`src/rtl/bcd_event_counter_ctrl_if.sv`:
```
// Command/status bundle for the BCD event counter controller.
// The master issues command pulses and the slave returns the packed BCD count and status.
interface bcd_event_counter_ctrl_if #(
  parameter int DIGITS = 4
);
  logic                  start;
  logic                  stop;
  logic                  sclr;
  logic                  load;
  logic [4*DIGITS-1:0]   load_val;
  logic                  tick;
  logic [4*DIGITS-1:0]   count;
  logic                  carry;
  logic                  ovf;
  logic                  running;
  logic                  done;
  logic                  load_err;

  modport master (
    output start,
    output stop,
    output sclr,
    output load,
    output load_val,
    output tick,
    input  count,
    input  carry,
    input  ovf,
    input  running,
    input  done,
    input  load_err
  );

  modport slave (
    input  start,
    input  stop,
    input  sclr,
    input  load,
    input  load_val,
    input  tick,
    output count,
    output carry,
    output ovf,
    output running,
    output done,
    output load_err
  );
endinterface

```
`src/rtl/bcd_event_counter_ctrl.sv`:
```
// Run/hold controller around a synchronous multi-digit BCD count chain.
// WRAP selects between roll-over with a carry pulse and saturation into DONE.
module bcd_event_counter_ctrl #(
  parameter int DIGITS = 4,
  parameter bit WRAP   = 1'b1
) (
  input  logic                      clk,
  input  logic                      clr,
  bcd_event_counter_ctrl_if.slave   s
);

  localparam int W = 4 * DIGITS;

  typedef enum logic [1:0] {
    S_IDLE,
    S_RUN,
    S_HOLD,
    S_DONE
  } state_t;

  state_t          r_state;
  logic [W-1:0]    r_count;
  logic            r_carry;
  logic            r_ovf;
  logic            r_load_err;

  logic [DIGITS:0]   w_en;
  logic [DIGITS-1:0] w_is9;
  logic [DIGITS-1:0] w_nx9;
  logic [DIGITS-1:0] w_ld_ok;
  logic [W-1:0]      w_next;
  logic              w_all9;
  logic              w_next_all9;
  logic              w_load_ok;
  logic              w_in_run;
  logic              w_can_start;

  // w_en[i]: digit i advances when every lower digit sits at 9.
  assign w_en[0] = 1'b1;

  for (genvar g = 0; g < DIGITS; g++) begin : g_digit
    logic [3:0] w_d;
    assign w_d = r_count[4*g +: 4];
    assign w_is9[g] = (w_d == 4'd9);
    assign w_en[g+1] = w_en[g] & w_is9[g];
    assign w_ld_ok[g] = (s.load_val[4*g +: 4] <= 4'd9);
    always_comb begin
      w_next[4*g +: 4] = w_d;
      if (w_en[g]) begin
        w_next[4*g +: 4] = w_is9[g] ? 4'd0 : w_d + 4'd1;
      end
    end
    assign w_nx9[g] = (w_next[4*g +: 4] == 4'd9);
  end

  assign w_all9      = w_en[DIGITS];
  assign w_next_all9 = &w_nx9;
  assign w_load_ok   = &w_ld_ok;
  assign w_in_run    = (r_state == S_RUN);
  assign w_can_start = (r_state == S_IDLE) ||
                       (r_state == S_HOLD);

  always_ff @(posedge clk or negedge clr) begin
    if (!clr) begin
      r_state    <= S_IDLE;
      r_count    <= '0;
      r_carry    <= 1'b0;
      r_ovf      <= 1'b0;
      r_load_err <= 1'b0;
    end else begin
      r_carry    <= 1'b0;
      r_load_err <= 1'b0;
      if (s.sclr) begin
        r_state <= S_IDLE;
        r_count <= '0;
        r_ovf   <= 1'b0;
      end else if (s.load && !w_in_run) begin
        if (w_load_ok) begin
          r_count <= s.load_val;
          r_ovf   <= 1'b0;
          r_state <= S_HOLD;
        end else begin
          r_load_err <= 1'b1;
        end
      end else if (s.stop) begin
        // stop always consumes the cycle, so a same-cycle tick or start is lost
        if (w_in_run) begin
          r_state <= S_HOLD;
        end
      end else if (s.start && w_can_start) begin
        r_state <= S_RUN;
      end else if (s.tick && w_in_run) begin
        if (WRAP) begin
          r_count <= w_next;
          if (w_all9) begin
            r_carry <= 1'b1;
            r_ovf   <= 1'b1;
          end
        end else if (w_all9) begin
          r_state <= S_DONE;
        end else begin
          r_count <= w_next;
          if (w_next_all9) begin
            r_state <= S_DONE;
          end
        end
      end
    end
  end

  assign s.count    = r_count;
  assign s.carry    = r_carry;
  assign s.ovf      = r_ovf;
  assign s.load_err = r_load_err;
  assign s.running  = (r_state == S_RUN);
  assign s.done     = WRAP ? 1'b0 : (r_state == S_DONE);

endmodule

```
`src/flat_wrapper.sv`:
```
// flat-port wrapper written by rule: the top's interface ports become plain ports
module bcd_event_counter_ctrl_flat 
#(
  parameter int DIGITS = 4,
  parameter bit WRAP   = 1'b1
)
  (clk, clr, s_start, s_stop, s_sclr, s_load, s_load_val, s_tick, s_count, s_carry, s_ovf, s_running, s_done, s_load_err);
  bcd_event_counter_ctrl_if #(.DIGITS(DIGITS)) s_i ();
  input  logic clk;
  input  logic clr;
  input wire logic [$bits(s_i.start)-1:0] s_start;
  input wire logic [$bits(s_i.stop)-1:0] s_stop;
  input wire logic [$bits(s_i.sclr)-1:0] s_sclr;
  input wire logic [$bits(s_i.load)-1:0] s_load;
  input wire logic [$bits(s_i.load_val)-1:0] s_load_val;
  input wire logic [$bits(s_i.tick)-1:0] s_tick;
  output wire logic [$bits(s_i.count)-1:0] s_count;
  output wire logic [$bits(s_i.carry)-1:0] s_carry;
  output wire logic [$bits(s_i.ovf)-1:0] s_ovf;
  output wire logic [$bits(s_i.running)-1:0] s_running;
  output wire logic [$bits(s_i.done)-1:0] s_done;
  output wire logic [$bits(s_i.load_err)-1:0] s_load_err;
  assign s_i.start = s_start;
  assign s_i.stop = s_stop;
  assign s_i.sclr = s_sclr;
  assign s_i.load = s_load;
  assign s_i.load_val = s_load_val;
  assign s_i.tick = s_tick;
  assign s_count = s_i.count;
  assign s_carry = s_i.carry;
  assign s_ovf = s_i.ovf;
  assign s_running = s_i.running;
  assign s_done = s_i.done;
  assign s_load_err = s_i.load_err;
  bcd_event_counter_ctrl #(.DIGITS(DIGITS), .WRAP(WRAP)) u_core (.clk(clk), .clr(clr), .s(s_i));
endmodule
```
`config.mk`:
```
export PLATFORM = sky130hd
export DESIGN_NAME = bcd_event_counter_ctrl_flat
export DESIGN_NICKNAME = d
export VERILOG_FILES = /design/src/rtl/bcd_event_counter_ctrl_if.sv /design/src/rtl/bcd_event_counter_ctrl.sv /design/src/flat_wrapper.sv
export SDC_FILE = /design/constraint.sdc
export NUM_CORES = 1
export LEC_CHECK = 0
export CORE_MARGIN = 2
export CORE_UTILIZATION = 45
export CTS_CLUSTER_DIAMETER = 50
export DETAILED_ROUTE_END_ITERATION = 10
export PLACE_DENSITY = 0.82
export SYNTH_ARGS = -nofsm -noshare
export SYNTH_HDL_FRONTEND = slang
export SYNTH_SLANG_ARGS = --single-unit
```
`constraint.sdc`:
```
create_clock -name clk -period 2.4 [get_ports clk]
set_input_delay 0.48 -clock clk [delete_from_list [all_inputs] [get_ports clk]]
set_output_delay 0.48 -clock clk [all_outputs]
set_load 0.02 [all_outputs]
```
==> metrics.md, run 1 <==
| Metric | Value |
|---|---|
| Status | completed |
| Fmax | between 0.4 and 0.5 GHz |
| Crit path kind | register to output port |
| Initial core utilization | 46.95% |
| # clock sinks | 21 |
| List of most frequent post-synthesis cells | 21 x dfrtp_1, 14 x nand2_1, 12 x inv_1 |
| Combinational share of power | between 30% and 40% |
| Detailed-route DRC error count | 0 |
| Min-delay worst type | input port to async pin |
| Max-slew violations | 0 |
| R2R cell count | 4 |
| Final setup TNS | 0 ns |
| Hold_ws | 0.5023 ns |
| Area growth syn-to-layout | 36.45% |
| Die X | approximately 63 µm |
| Post-CTS setup buffer count | 0 |
| Max Cap Viol | 0 |
| Peak supply drop | 222.1 µV |
| Final core occ | 64.06% |
| Pin count of the biggest net entering global routing | 22 |
| Crit path DAT | 1.77 ns |
| Crit path from | u_core.r_state[1] |
| IO Pins | 44 |
| Switching part of the total power | 34.20% |
| Bufs on Longest Clock Path | 2 |
| Async SR Flop Fraction | 100.0% |
| Critical Path Sink | s_running |
| Critical path depth | 3 |
| Final Hold Viols | 0 |
| Largest stage delay on the critical path | 0.63 ns |
| Critical path's slowest cell | clkdlybuf4s50_1 |
| Critical-path cell list | nand2b_1, inv_2, clkdlybuf4s50_1 |
| Routed wire length | 4.621 mm |
| Post-synthesis net count | between 200 and 250 |
| Via count | between 1,500 and 2,000 |
| Buf/Inv on CP | 2 |
| Post-layout net count | about 260 |
| DRT Pass-1 Iters | 4 |
| Post-layout min period | 2.251 ns |
| Top post-synthesis cells by area | dfrtp_1 33%, mux2i_1 4.4%, and4bb_2 4.0%, a22o_1 3.9%, nand2_1 3.3% |
| Yosys warning count | 0 |
| Most used DFF post-synth | dfrtp_1 |
| Leakage | 0.8444 nW |
| GP Congestion | 0.9359 |
| Reg clk slew, reported paths | 0.12 ns |
| Final setup fails | 0 |
| RR Endpoint | u_core.s.count[15] |
| Instance count of the mapped netlist | between 150 and 200 |
| Total track usage | 24.58% |
| Root buf cell | clkbuf_4 |
| Seq pwr share | 46.1% |
| Biggest area consumer among synthesized cells | dfrtp_1 |
| CP Launch Type | register |
| CTS tree | done |
| Resize count post-CTS | 0 |
| Net Switching | 0.0003182 W |
| CTS Buf Count | 3 |
| Reg2Reg Launch Point | u_core.s.count[2] |
| Yosys top cell area share | 33.28% |
| First-iteration detailed-routing DRC count | 131 |
| Worst clock skew | between 0.0015 and 0.002 ns |
| Power per cell area | 431.8 mW/mm² |
| P_int | 0.0006122 W |
| Wire length per cell | roughly 17 µm |
| Mean Syn Cell Area | 8.724 µm² |
| H-tree Lvls | 1 |
| Reg2reg setup slack | 0.62 ns |
| Number of global-route vias before repair | 1,686 |
| First-pass GRT wire length | between 7 and 8 mm |
| Core area | 0.003363 mm² |
| Row cnt | 21 |
| Grt total ovfl | 0 |
| Final period util | between 90 and 100% |
| Die Span Y | 63.24 µm |
| CP required | about 1.9 ns |
| CP max FO | 8 |
| Dpl hpwl | 3.492 mm |
| Die area | about 0.0040 mm² |
| Distinct cells, synth | 52 |
| Initial antenna violation count | 0 |
| Post-synth EDFFs | 0 |
| Sequential cell area fraction in the yosys report | 33.28% |
| Diodes inserted | 0 |
| Vias/cell | around 6.1 |
| Final ANT Viol Nets | 0 |
| IO buf count | 42 |
| Clock Latency Late Sink | 0.31 ns |
| Most common cell in the synthesized netlist | dfrtp_1 |
| Mapped Area | between 0.0015 and 0.002 mm² |
| CP top delay family | buffers and inverters |
| Hold_buf cts | 0 |
| Clock share of power | 18.8% |
| Layout cells sized above 1 | 13.79% |
| CP endpoint kind | output port |
| Seq cells post-synth | 21 |
| RSZ-0062 raised after global routing | false |
## final cells by class
class | count | area, µm²
inverter | 13 | 48.80
sequential | 21 | 525.5
tap | 46 | 57.56
clock buffer | 4 | 26.28
timing repair buffer | 59 | 548.0
fill | 309 | 1209
multi-input combinational | 135 | 948.4
## how the worst min path moves through the flow
stage / start / end / slack, ns / depth (start not counted)
detailed placement: u_core.s.ovf / u_core.s.ovf / 0.54 / 2
CTS: clr / u_core.s.carry / 0.51 / 2
floorplan: clr / u_core.r_state[0] / 0.18 / 0
global placement: u_core.s.ovf / u_core.s.ovf / 0.52 / 2
global route: clr / u_core.s.count[6] / 0.51 / 2
finish: clr / u_core.s.count[15] / 0.50 / 2
## state kept, by name, summed over array words and instances (netlist names)
register and cells:
u_core.s.count 16, u_core.r_state 2, u_core.s.carry 1, u_core.s.load_err 1, u_core.s.ovf 1
## cells by family after synthesis
| family | after synthesis | share of synthesized area (%) |
|---|---|---|
| simple gates | 63 | 24.25 |
| compound gates | 59 | 28.21 |
| buf+inv | 25 | 6.655 |
| flops | 21 | 33.28 |
| mux | 8 | 5.151 |
| xor+xnor | 4 | 2.218 |
| other cells | 1 | 0.2375 |
## power by group through the flow
stage	registers, W	logic, W	clock network, W
after floorplan	0.000451	0.000153	0
after global placement	0.000434	0.000320	0
after detailed placement	0.000435	0.000324	0
after CTS	0.000428	0.000326	0.000178
after global routing	0.000437	0.000352	0.000200
final	0.000429	0.000327	0.000175
## placed cells by master, fill, tap and decap left out, types with 5 or more instances in the layout
| cell type | instances |
|---|---|
| nand2b_1 | 7 |
| inv_1 | 12 |
| a21oi_1 | 6 |
| clkdlybuf4s50_1 | 42 |
| o21ai_0 | 9 |
| buf_4 | 17 |
| mux2i_1 | 7 |
| and4bb_2 | 5 |
| dfrtp_1 | 21 |
| nand2_1 | 14 |
| nor2_1 | 5 |
| nand3_1 | 9 |
| nand4_1 | 5 |
| a22o_1 | 7 |
## metal layers
metal	routed length, µm	GRT usage, %	up-vias	part of all wire [%]
met4	70	8.696	0	1.5
met2	2228	40.96	70	48
met1	2012	32.58	804	44
met5	0	0	-	0
met3	310	3.571	8	6.7
li1	-	-	802	-
## through the flow
stage / instance area [µm²] / total power [W] / setup WS, ns / instances
floorplan: 1579 / 0.0006031 / 0.6630 / 181
global placement: 2128 / 0.0007541 / 0.1039 / 274
detailed placement: 2128 / 0.0007591 / 0.08113 / 274
CTS: 2155 / 0.0009316 / 0.1617 / 278
global route: 2155 / 0.0009888 / 0.08448 / 278
finish: 2155 / 0.0009304 / 0.1487 / 278
Note: power is estimated with default switching activity, not from simulation.
==> run 2, diff against run 1 <==
--- a/config.mk
+++ b/config.mk
@@ -10,6 +10,7 @@
 export CTS_CLUSTER_DIAMETER = 50
 export DETAILED_ROUTE_END_ITERATION = 10
 export PLACE_DENSITY = 0.82
+export SKIP_LAST_GASP = 1
 export SYNTH_ARGS = -nofsm -noshare
 export SYNTH_HDL_FRONTEND = slang
 export SYNTH_SLANG_ARGS = --single-unit
==> constraint.sdc (replaced) <==
create_clock -name clk -period 2.7 [get_ports clk]
set_input_delay 0.54 -clock clk [delete_from_list [all_inputs] [get_ports clk]]
set_output_delay 0.54 -clock clk [all_outputs]
set_load 0.1 [all_outputs]
==> run 2 against run 1 <==
Effect of this change:
- global-route usage decreased by 0.92 points
- via count fell by 1.4%
- wire length shrank 3.5%
- worst hold slack better by 0.051 ns
- critical path depth is 2 higher
- sequential cell count did not move
- combinational power up 29%
- clock-buffer cell count stayed put
- non-clock buffer count is 8 lower
==> metrics.md, run 2 (synthesis results as in run 1) <==
| Metric | Value |
|---|---|
| CP Launch Type | input port |
| Worst hold path cell count | 2 |
| Initial core utilization | 46.95% |
| Crit path DAT | 2.32 ns |
| First-pass GRT wire length | 7.665 mm |
| Max reg flops | 16 |
| CP max FO | 11 |
| IO Pins | 44 |
| Hold_ws | 0.5534 ns |
| Most frequent cells in the layout | 28 x buf_4, 22 x clkdlybuf4s50_1, 21 x dfrtp_1, 14 x nand2_1, 12 x inv_1 |
| Row cnt | 21 |
| Core area | 0.003363 mm² |
| Worst clock skew | roughly 0.0055 ns |
| Clock Latency Late Sink | about 0.32 ns |
| Root buf cell | clkbuf_4 |
| Layout cells sized above 1 | 19.64% |
| Post-layout min period | between 2 and 2.5 ns |
| Critical-path cell list | clkdlybuf4s50_1, o21ai_0, and4_1, nor2_1, a221o_1 |
| CTS Buf Count | 3 |
| Placed Area | 0.002031 mm² |
| Leakage | 0.8442 nW |
| RR Endpoint | u_core.s.count[3] |
| Fmax | 0.4749 GHz |
| Die X | roughly 63 µm |
| Commonest non-fill, non-tap cell in the layout | buf_4 |
| Bufs on Longest Clock Path | 2 |
| Buf/Inv on CP | 1 |
| Reg2reg setup slack | ~0.84 ns |
| Final core occ | 61.16% |
| Hold Path Origin | u_core.s.ovf |
| Final Cell Area | 0.002057 mm² |
| Resize count post-CTS | 0 |
| Max Cap Viol | 0 |
| Dpl hpwl | 3.253 mm |
| DRT Pass-1 Iters | 5 |
| Post-layout net count | between 200 and 250 |
| Final setup fails | 0 |
| First-iteration detailed-routing DRC count | 210 |
| Pin count of the biggest net entering global routing | 22 |
| Total track usage | 23.66% |
| Vias/cell | 6.152 |
| Initial antenna violation count | 0 |
| Max-slew violations | 0 |
| Diodes inserted | 0 |
| Peak supply drop | 194.5 µV |
| Crit path kind | input port to register |
| Die Span Y | 63.24 µm |
| Power per cell area | 470.1 mW/mm² |
| CP endpoint kind | register |
| RSZ-0062 raised after global routing | false |
| CTS tree | done |
| Largest stage delay on the critical path | 0.55 ns |
| Area growth syn-to-layout | 30.27% |
| IO buf count | 42 |
| Final setup TNS | 0 ns |
| Hold_buf cts | 0 |
| Final ANT Viol Nets | 0 |
| # clock sinks | 21 |
| Detailed-route DRC error count | 0 |
| Reg2Reg Launch Point | u_core.r_state[1] |
| H-tree Lvls | 1 |
| Critical path's slowest cell | and4_1 |
| CP top delay family | simple AND/OR/NAND/NOR gates |
| Via count | 1,661 |
| Grt total ovfl | 0 |
| Number of global-route vias before repair | roughly 1,600 |
| Final Hold Viols | 0 |
| Die area | ~0.004 mm² |
| Worst Hold Path EP | u_core.s.ovf |
| CP required | 2.91 ns |
| Min-delay worst type | register to register |
| R2R cell count | 6 |
| Reg clk slew, reported paths | 0.13 ns |
| Post-CTS setup buffer count | 0 |
| Final period util | 77.99% |
| Status | completed |
| Routed wire length | approximately 4.5 mm |
| Wire length per cell | 16.52 µm |
| GP Congestion | 0.8817 |
==> run 2: cell types whose count changed in the layout (fill, tap and decap cells not counted), sizes merged <==
cell / delta
clkdlybuf4s50: -20
buf: +12
==> run 2: layout make-up <==
class | instances | area (µm²)
inverters | 13 | 48.80
clock buffers | 4 | 26.28
repair buffers | 51 | 450.4
fillers | 312 | 1306
well taps | 46 | 57.56
multi-input cells | 135 | 948.4
flip-flops and latches | 21 | 525.5
==> run 2: how the worst max path moves through the flow <==
stage	startpoint	endpoint	slack (ns)	depth (start not counted)
final	s_load_val[10]	u_core.s.count[11]	0.59	5
after detailed placement	s_load_val[6]	u_core.s.count[11]	0.29	5
after global placement	s_load_val[6]	u_core.s.count[11]	0.30	5
after CTS	s_load_val[10]	u_core.s.count[11]	0.62	5
after floorplan	u_core.s.count[0]	u_core.s.count[15]	0.39	5
after global routing	s_stop	u_core.s.count[11]	0.52	6
==> run 2: layer usage <==
metal	GRT usage, %	routed length (µm)
met4	7.880	37
met2	37.23	2086
met1	33.45	2034
met3	3.393	302
met5	0	0
==> run 2: report_power, final <==
group          internal, W  total [W]  switching [W]  leakage, nW
clock            0.0000579   0.000163       0.000105       0.0150
sequential        0.000338   0.000381      0.0000429        0.282
combinational     0.000133   0.000422       0.000289        0.548
==> run 2: worst register-to-register path: cells and delay by family, from the launching register on <==
| family | cells | cell delay [ns] |
|---|---|---|
| buffers and inverters | 2 | 0.37 |
| AO/OA/AOI/OAI | 1 | 0.17 |
| AND/OR/NAND/NOR | 3 | 0.78 |
| flip-flops | 1 | 0.47 |
==> run 2: through the flow <==
step | power, W | cells | setup slack [ns]
floorplan | 0.0006831 | 181 | 0.3870
global placement | 0.0008044 | 266 | 0.3029
detailed placement | 0.0008074 | 266 | 0.2890
CTS | 0.0009635 | 270 | 0.6201
global route | 0.001017 | 270 | 0.5210
finish | 0.0009669 | 270 | 0.5942
